[config.mk]
export PLATFORM = sky130hd
export DESIGN_NAME = rvfi_multireg_check
export DESIGN_NICKNAME = d
export VERILOG_FILES = /design/src/rtl/rvfi_multireg_check.sv
export SDC_FILE = /design/constraint.sdc
export NUM_CORES = 1
export LEC_CHECK = 0
export CAP_MARGIN = 25
export CORE_UTILIZATION = 57
export CTS_CLUSTER_DIAMETER = 60
export DETAILED_ROUTE_END_ITERATION = 10
export PLACE_DENSITY = 0.95
export SLEW_MARGIN = 20
export SYNTH_ARGS = -nofsm -noshare
export SYNTH_HDL_FRONTEND = slang
export SYNTH_SLANG_ARGS = --single-unit
[constraint.sdc]
create_clock -name clock -period 12.8 [get_ports clock]
set_input_delay 2.56 -clock clock [delete_from_list [all_inputs] [get_ports clock]]
set_output_delay 2.56 -clock clock [all_outputs]
set_load 0.05 [all_outputs]
[src/rtl/rvfi_multireg_check.sv]
// rvfi_multireg_check: shadows NTRACK architectural registers from RVFI writes and checks the rs1/rs2 reads of one instruction.
// Define RISCV_FORMAL_REGCHK_X0_EN to also flag nonzero x0 reads and freeze slots tracking x0.
module rvfi_multireg_check #(
  parameter int XLEN = 32,
  parameter int NRET = 1,
  parameter int CHANNEL_IDX = 0,
  parameter int NTRACK = 2
) (
  input  logic                   clock,
  input  logic                   reset,
  input  logic                   check,
  input  logic [63:0]            insn_order,
  input  logic [5*NTRACK-1:0]    track_idx,
  input  logic [NRET-1:0]        rvfi_valid,
  input  logic [64*NRET-1:0]     rvfi_order,
  input  logic [5*NRET-1:0]      rvfi_rd_addr,
  input  logic [XLEN*NRET-1:0]   rvfi_rd_wdata,
  input  logic [5*NRET-1:0]      rvfi_rs1_addr,
  input  logic [XLEN*NRET-1:0]   rvfi_rs1_rdata,
  input  logic [5*NRET-1:0]      rvfi_rs2_addr,
  input  logic [XLEN*NRET-1:0]   rvfi_rs2_rdata,
  output logic                   check_done,
  output logic                   check_fail,
  output logic [NTRACK-1:0]      fail_mask
);
  typedef enum logic {TRACK, DONE} state_t;
  state_t state;
  logic [XLEN-1:0] shadow [NTRACK];
  logic [63:0] shadow_order [NTRACK];
  logic [NTRACK-1:0] written;
  logic [XLEN-1:0] nxt_shadow [NTRACK];
  logic [63:0] nxt_order [NTRACK];
  logic [NTRACK-1:0] nxt_written, mismatch;
  logic x0_fail;
  logic [4:0] chk_rs1_addr, chk_rs2_addr;
  logic [XLEN-1:0] chk_rs1_rdata, chk_rs2_rdata;
  assign chk_rs1_addr  = rvfi_rs1_addr[5*CHANNEL_IDX +: 5];
  assign chk_rs2_addr  = rvfi_rs2_addr[5*CHANNEL_IDX +: 5];
  assign chk_rs1_rdata = rvfi_rs1_rdata[XLEN*CHANNEL_IDX +: XLEN];
  assign chk_rs2_rdata = rvfi_rs2_rdata[XLEN*CHANNEL_IDX +: XLEN];
`ifdef RISCV_FORMAL_REGCHK_X0_EN
  assign x0_fail = (chk_rs1_addr == 5'd0 && chk_rs1_rdata != '0) || (chk_rs2_addr == 5'd0 && chk_rs2_rdata != '0);
`else
  assign x0_fail = 1'b0;
`endif
  // Folding candidates in against the running shadow keeps the largest order, independent of channel position.
  always_comb begin
    nxt_written = written;
    mismatch = '0;
    for (int k = 0; k < NTRACK; k++) begin
      nxt_shadow[k] = shadow[k];
      nxt_order[k] = shadow_order[k];
      for (int c = 0; c < NRET; c++) begin
        if (state == TRACK && rvfi_valid[c] && !(check && c == CHANNEL_IDX)
            && rvfi_rd_addr[5*c +: 5] == track_idx[5*k +: 5]
`ifdef RISCV_FORMAL_REGCHK_X0_EN
            && track_idx[5*k +: 5] != 5'd0
`endif
            && rvfi_order[64*c +: 64] < insn_order
            && (!nxt_written[k] || rvfi_order[64*c +: 64] > nxt_order[k])) begin
          nxt_written[k] = 1'b1;
          nxt_order[k] = rvfi_order[64*c +: 64];
          nxt_shadow[k] = rvfi_rd_wdata[XLEN*c +: XLEN];
        end
      end
      mismatch[k] = nxt_written[k]
        && ((chk_rs1_addr == track_idx[5*k +: 5] && chk_rs1_rdata != nxt_shadow[k])
         || (chk_rs2_addr == track_idx[5*k +: 5] && chk_rs2_rdata != nxt_shadow[k]));
    end
  end
  always_ff @(posedge clock) begin
    if (reset) begin
      state <= TRACK;
      written <= '0;
      check_done <= 1'b0;
      check_fail <= 1'b0;
      fail_mask <= '0;
      for (int k = 0; k < NTRACK; k++) begin
        shadow[k] <= '0;
        shadow_order[k] <= '0;
      end
    end else if (state == TRACK) begin
      shadow <= nxt_shadow;
      shadow_order <= nxt_order;
      written <= nxt_written;
      if (check) begin
        state <= DONE;
        check_done <= 1'b1;
        check_fail <= |mismatch || x0_fail;
        fail_mask <= mismatch;
      end
    end
  end
  always_ff @(posedge clock) begin
    if (!reset && state == TRACK && check) begin
      assert (rvfi_valid[CHANNEL_IDX]);
      assume (rvfi_order[64*CHANNEL_IDX +: 64] == insn_order);
`ifdef FORMAL
      assert (!(|mismatch || x0_fail));
`endif
    end
  end
endmodule

==> out/results.ini, run 1 <==
[status]
status=finished clean

[timing]
finalHoldViolCount=0
fmax_mhz=124
slew_viol_final=0
setup_violations=0
clock_skew_ns=0.0226
fin_crit_sh_pct=62.9
period_needed_ns=8.05
setup_tns_ns=0
slew_headroom_pct=35.1
rsz0062_at_grt=no
tightest_slew_ns=0.965
timing.final.ws_setup_ns=4.75

[grt]
grt_pass1_vias=14700
overflow=0
grt_pass1_wl_mm=83.2
antenna_found_initial=2
grt_start_max_net_pins=102
grt_util_all_layers_pct=42.4

[clocking]
postCtsSetupRepairBufs=0
ctsHtreeMaxLevel=4
path_clk_slew_ns=0.08
cts_resized=0
cts_sinks=199
cts_buffers=17
clockBufferDepth=2
cts_tree=built
root_buffer=clkbuf_16
cts_hold_buf=0
clock_latency_ns=0.45

[pwr]
pwr-share-comb_pct=21.1
power_switching_w=0.000469
switching_share_pct=31.3
p_per_area_nw_per_um2=84.7
pwr-share-seq_pct=41.6
ir_drop_uv=95.2
clkPwrFrac_pct=37.3
p_int_w=0.00103
leakagePower_nw=7.71

[synthesis]
postSynth.asyncResetShare_pct=0
synth_area_leader_cell=dfxtp_1
syn_area_um2=14300
syn-instance-count=1805
post-synth-top-count-cell=nor2_1
synth_edf_count=0
synth-main-ff-cell=dfxtp_1
synth_nets=2249
synth_top_cell_area_share_pct=27.9
ys_top_cells_by_area=dfxtp_1 (28%), ha_1 (17%), mux2i_1 (8.3%)
synth_common_cells=nor2_1 (292), inv_1 (278), dfxtp_1 (199)
yosysWarningCount=0
synth-seq-cells=199
ys_seq_area_share_pct=27.9
syn_avg_cell_area_um2=7.92
ys_types=64

[critical_path]
end_kind=register
cp_slowest_cell=nor4_1
path_max_fanout=49
cp_slowest_stage_delay_ns=0.86
startpoint_type=input pin
worstPathRequired_ns=13.10
critPathArrivalTime_ns=8.36
path_cells=clkdlybuf4s50_1, ha_1, nand4_1, nor4_1, nand4_1, a31oi_1, nor4_4, nand4_4, buf_4, buf_4, mux2i_1, xnor2_1, nand3_1, nor4_1, o22a_1, a31oi_1
criticalPathCategory=input pin to register

[floorplanning]
dieArea_um2=25700
initial_core_util_pct=58.4
num_io_pins=257
die_height_um=160
die_w_um=160
core_area_um2=24500
std_cell_rows=57

[flow_run]
drv_cap=0

[placed_design]
gp_congestion=1.06
place_area_um2=17100
port_buffers=256
place_ws_ns=4.42
hpwl_mm=43.9

[cells_and_area]
syn_to_final_growth_pct=23.8
finalNetCount=2479
n_antenna_cell=0
layout-drive-gt1-share_pct=2.49
design_area_um2=17700

[detailed_routing]
drc_errors=0
wire_per_inst_um=23.3
viasPerCell=6.23
dr.first_iter.drc_count=1452
first_pass_iters=6
wl_mm=55.3
vias=14800
ant_nets=0

[worst_hold_path]
hold_class=register to register

per-layer routing:
metal / part of all wire (%) / global-route usage, % / up-vias
met1: 39 / 51.7 / 6963
met2: 45 / 69.2 / 884
met3: 11 / 11.5 / 200
li1: - / - / 6728
met5: 0 / 0 / -
met4: 5.0 / 19.9 / 0
worst paths after layout:
kind / from / endpoint / slack (ns) / cells after the start
max: rvfi_order[59] / check_fail / 4.75 / 16
min: check_done / check_done / 0.48 / 2
max reg2reg: shadow_order[63] / check_fail / 7.31 / 17
min reg2reg: check_done / check_done / 0.48 / 2
kinds of logic (layout without fill, tap and decap cells):
family | after synthesis | after routing | share of synthesized area, %
DFF | 199 | 199 | 27.9
xor gates and xnor gates | 96 | 96 | 5.88
and+or+nand+nor | 515 | 515 | 16.7
buffers and inverters | 331 | 573 | 9.09
adders and majority gates | 191 | 191 | 16.7
AOI/OAI and AO/OA | 352 | 352 | 15.2
muxes | 121 | 121 | 8.54
power by group through the flow:
stage | Sequential [W] | Combinational (W) | Clock (W)
3_5_place_dp | 0.000637 | 0.000301 | 0
3_3_place_gp | 0.000637 | 0.000294 | 0
6_report | 0.000622 | 0.000316 | 0.000559
2_1_floorplan | 0.000637 | 0.000128 | 0
4_1_cts | 0.000622 | 0.000304 | 0.000558
5_1_grt | 0.000623 | 0.000335 | 0.000581
worst max-delay path: cells and delay by family:
kind / cells / cell delay [ns]
and+or+nand+nor: 7 / 2.17
buffers and inverters: 3 / 1.94
AOI/OAI and AO/OA: 3 / 0.72
muxes: 1 / 0.40
adders and majority gates: 1 / 0.37
xor gates and xnor gates: 1 / 0.17
area by class of cell:
class | count | area [um2]
multi-input combinational | 1275 | 9020
fill | 1769 | 6780
sequential | 199 | 3980
timing repair buffer | 264 | 2630
inverter | 278 | 1040
clock buffer | 17 | 425
tap | 324 | 405
clock inverter | 14 | 171
per-stage QoR:
stage          hold WS (ns)  cells  utilization, %  power, W
2_1_floorplan         0.440   1805               -  0.000765
4_1_cts               0.479   2369            72.2   0.00148
5_1_grt               0.509   2371            72.3   0.00154
6_report              0.481   2371            72.3   0.00150
3_3_place_gp          0.463   2338            69.8  0.000930
3_5_place_dp          0.467   2338            69.8  0.000938
flip-flops by register name (all words and copies together), names as in the netlist:
name,count
state,1
shadow_order,128
shadow,64
check_fail,1
check_done,1
fail_mask,2
written,2
cell usage in the layout, fill, tap and decap left out, types with 8 or more instances in the layout:
cell,synthesis,layout
nand4_1,50,50
a221oi_1,21,21
clkdlybuf4s50_1,0,255
clkbuf_16,0,17
a21oi_1,153,153
nand2_1,53,53
o21ai_0,32,32
nor2_1,292,292
a22o_1,8,8
nor4_1,35,35
and4_1,9,9
o22ai_1,68,68
dfxtp_1,199,199
ha_1,191,191
mux2i_1,118,118
nor3_1,14,14
nand3_1,25,25
xor2_1,53,53
nand2b_1,9,9
o2bb2ai_1,9,9
xnor2_1,43,43
inv_1,278,278
No activity file was read; power rests on OpenSTA's default activity.
==> inputs of run 2 (changes only) <==
--- a/config.mk
+++ b/config.mk
@@ -6,10 +6,10 @@
 export NUM_CORES = 1
 export LEC_CHECK = 0
 export CAP_MARGIN = 25
-export CORE_UTILIZATION = 57
+export CORE_UTILIZATION = 54
 export CTS_CLUSTER_DIAMETER = 60
 export DETAILED_ROUTE_END_ITERATION = 10
-export PLACE_DENSITY = 0.95
+export PLACE_DENSITY = 0.91
 export SLEW_MARGIN = 20
 export SYNTH_ARGS = -nofsm -noshare
 export SYNTH_HDL_FRONTEND = slang
==> constraint.sdc (replaced) <==
create_clock -name clock -period 7.95 [get_ports clock]
set_input_delay 1.59 -clock clock [delete_from_list [all_inputs] [get_ports clock]]
set_output_delay 1.59 -clock clock [all_outputs]
set_load 0.05 [all_outputs]
==> out/results.ini, run 2 (synthesized netlist as in run 1, its figures left out) <==
[status]
status=finished clean  ; unchanged

[grt]
top_usage_layer=met2  ; unchanged
grt_util_all_layers_pct=39.2  ; was 42.4%
grt_start_max_net_pins=115  ; was 102
grt_use_met2_pct=63.4  ; was 69.2%
met1_usage_pct=47.8  ; was 51.7%
grt_pass1_wl_mm=79.6  ; was 83.2 mm
grt.met3_usage_pct=9.79  ; was 11.5%
grt_pass1_vias=14500  ; was 14,700
antenna_found_initial=0  ; was 2
overflow=0  ; unchanged

[floorplanning]
dieArea_um2=27100  ; was 25,700 um2
std_cell_rows=59  ; was 57
initial_core_util_pct=55.0  ; was 58.4%
num_io_pins=257  ; unchanged
core_area_um2=26000  ; was 24,500 um2
die_w_um=165  ; was 160 um
die_height_um=165  ; was 160 um

[critical_path]
reg2reg_from=shadow_order[63]  ; unchanged
cp_slowest_stage_delay_ns=0.68  ; was 0.86 ns
startpoint_type=input pin  ; unchanged
path_cells=clkdlybuf4s50_1, ha_1, nand4_1, nor4_1, nand4_1, a31oi_1, nor4_4, nand4_4, buf_4, mux2i_2, xnor2_1, or4_1, nor4_1, o22a_1, a31oi_1  ; was clkdlybuf4s50_1, ha_1, nand4_1, nor4_1, nand4_1, a31oi_1, nor4_4, nand4_4, buf_4, buf_4, mux2i_1, xnor2_1, nand3_1, nor4_1, o22a_1, a31oi_1
cp_top_family=simple AND/OR/NAND/NOR gates  ; unchanged
path_max_fanout=29  ; was 49
critPathArrivalTime_ns=6.58  ; was 8.36 ns
cp_slowest_cell=nor4_1  ; unchanged
criticalPathCategory=input pin to register  ; unchanged
r2r_slack_ns=3.12  ; was 7.31 ns
worstPathRequired_ns=8.24  ; was 13.10 ns
worst-path-buf-inv=2  ; was 3
rr_worst_depth=15  ; was 17
end_kind=register  ; unchanged
r2r_end=fail_mask[1]  ; was check_fail

[pwr]
leakagePower_nw=7.73  ; was 7.71 nW
pwr-share-comb_pct=20.6  ; was 21.1%
switching_share_pct=30.9  ; was 31.3%
pwr-share-seq_pct=41.4  ; was 41.6%
clkPwrFrac_pct=38.0  ; was 37.3%
ir_drop_uv=135  ; was 95.2 uV
total_power_w=0.00242  ; was 0.00150 W
p_int_w=0.00167  ; was 0.00103 W
p_per_area_nw_per_um2=137  ; was 84.7 nW/um2
power_switching_w=0.000748  ; was 0.000469 W

[clocking]
cts_tree=built  ; unchanged
cts_sinks=199  ; unchanged
postCtsSetupRepairBufs=0  ; unchanged
root_buffer=clkbuf_16  ; unchanged
cts_buffers=17  ; unchanged
ctsHtreeMaxLevel=4  ; unchanged
clock_latency_ns=0.46  ; was 0.45 ns
path_clk_slew_ns=0.09  ; was 0.08 ns
cts_hold_buf=0  ; unchanged
clockBufferDepth=2  ; unchanged
cts_resized=0  ; unchanged

[cells_and_area]
n_antenna_cell=0  ; unchanged
syn_to_final_growth_pct=24.1  ; was 23.8%
layout_common_cells=nor2_1 (292), inv_1 (278), clkdlybuf4s50_1 (255), dfxtp_1 (199), ha_1 (191)  ; unchanged
largestRegisters=shadow_order x128, shadow x64  ; unchanged
final_common_cell=nor2_1  ; unchanged
largest-register=shadow_order  ; unchanged
largest_reg_flops=128  ; unchanged
finalNetCount=2481  ; was 2,479
layout-drive-gt1-share_pct=2.63  ; was 2.49%
final_util_pct=68.2  ; was 72.3%

[timing]
tightest_slew_ns=0.957  ; was 0.965 ns
rsz0062_at_grt=no  ; unchanged
setup_violations=0  ; unchanged
slew_headroom_pct=36.2  ; was 35.1%
fin_crit_sh_pct=79.0
period_needed_ns=6.28
slew_viol_final=0  ; unchanged
clock_skew_ns=0.0181  ; was 0.0226 ns
finalHoldViolCount=0  ; unchanged
fmax_mhz=159
setup_tns_ns=0  ; unchanged

[flow_run]
drv_cap=0  ; unchanged

[placed_design]
hpwl_mm=42.4  ; was 43.9 mm
port_buffers=256  ; unchanged
gp_congestion=1.12  ; was 1.06

[detailed_routing]
viasPerCell=6.16  ; was 6.23
wl_mm=53.4  ; was 55.3 mm
first_pass_iters=6  ; unchanged
dr.first_iter.drc_count=1607  ; was 1,452
drc_errors=0  ; unchanged
wire_per_inst_um=22.4  ; was 23.3 um
vias=14700  ; was 14,800
ant_nets=0  ; unchanged

[worst_hold_path]
hold_class=register to register  ; unchanged
hold_start=check_done  ; unchanged
holdPathEnd=check_done  ; unchanged
hold_depth=2  ; unchanged

## run 2: area by class of cell
class,instances,area [um2]
sequential,199,3980
fill,2071,8260
timing repair buffer,266,2640
tap,335,419
clock buffer,19,453
clock inverter,13,169
inverter,278,1040
multi-input combinational,1275,9020
## run 2: worst max-delay path by stage
stage                        start         end  slack (ns)  cells after the start
floorplan            insn_order[6]  check_fail        2.93                     16
global placement    rvfi_order[47]  check_fail        1.38                     15
detailed placement  rvfi_order[47]  check_fail        1.35                     15
CTS                 rvfi_order[47]  check_fail        1.79                     15
global route        rvfi_order[47]  check_fail        1.47                     15
finish              rvfi_order[47]  check_fail        1.67                     15
## run 2: stage by stage
| stage | hold WS, ns | setup WS [ns] | cell area (um2) | instances |
|---|---|---|---|---|
| 2_1_floorplan | 0.440 | 2.93 | 14300 | 1805 |
| 3_3_place_gp | 0.437 | 1.38 | 17100 | 2353 |
| 3_5_place_dp | 0.446 | 1.35 | 17100 | 2353 |
| 4_1_cts | 0.459 | 1.79 | 17700 | 2385 |
| 5_1_grt | 0.477 | 1.47 | 17700 | 2385 |
| 6_report | 0.458 | 1.67 | 17700 | 2385 |
## run 2: metal layers
layer  vias up  share of wire [%]  wire [um]
met1      6893                 39      21100
met4         0                5.0       2700
met5         -                  0          0
met2       866                 45      24100
li1       6734                  -          -
met3       188                 10       5600
## run 2: worst reg2reg max path, delay by kind of cell (launching register included)
kind,cells,cell delay [ns]
compound gates,5,1.10
flops,1,0.32
simple gates,6,1.99
mux,1,0.53
buf+inv,2,0.39
fa+ha+maj,1,0.32
## run 2: power groups by stage
stage	Sequential (W)	Combinational, W	Clock [W]
after floorplan	0.00103	0.000206	0
after global placement	0.00103	0.000468	0
after detailed placement	0.00103	0.000479	0
after CTS	0.00100	0.000484	0.000919
after global routing	0.00100	0.000530	0.000964
final	0.00100	0.000498	0.000920
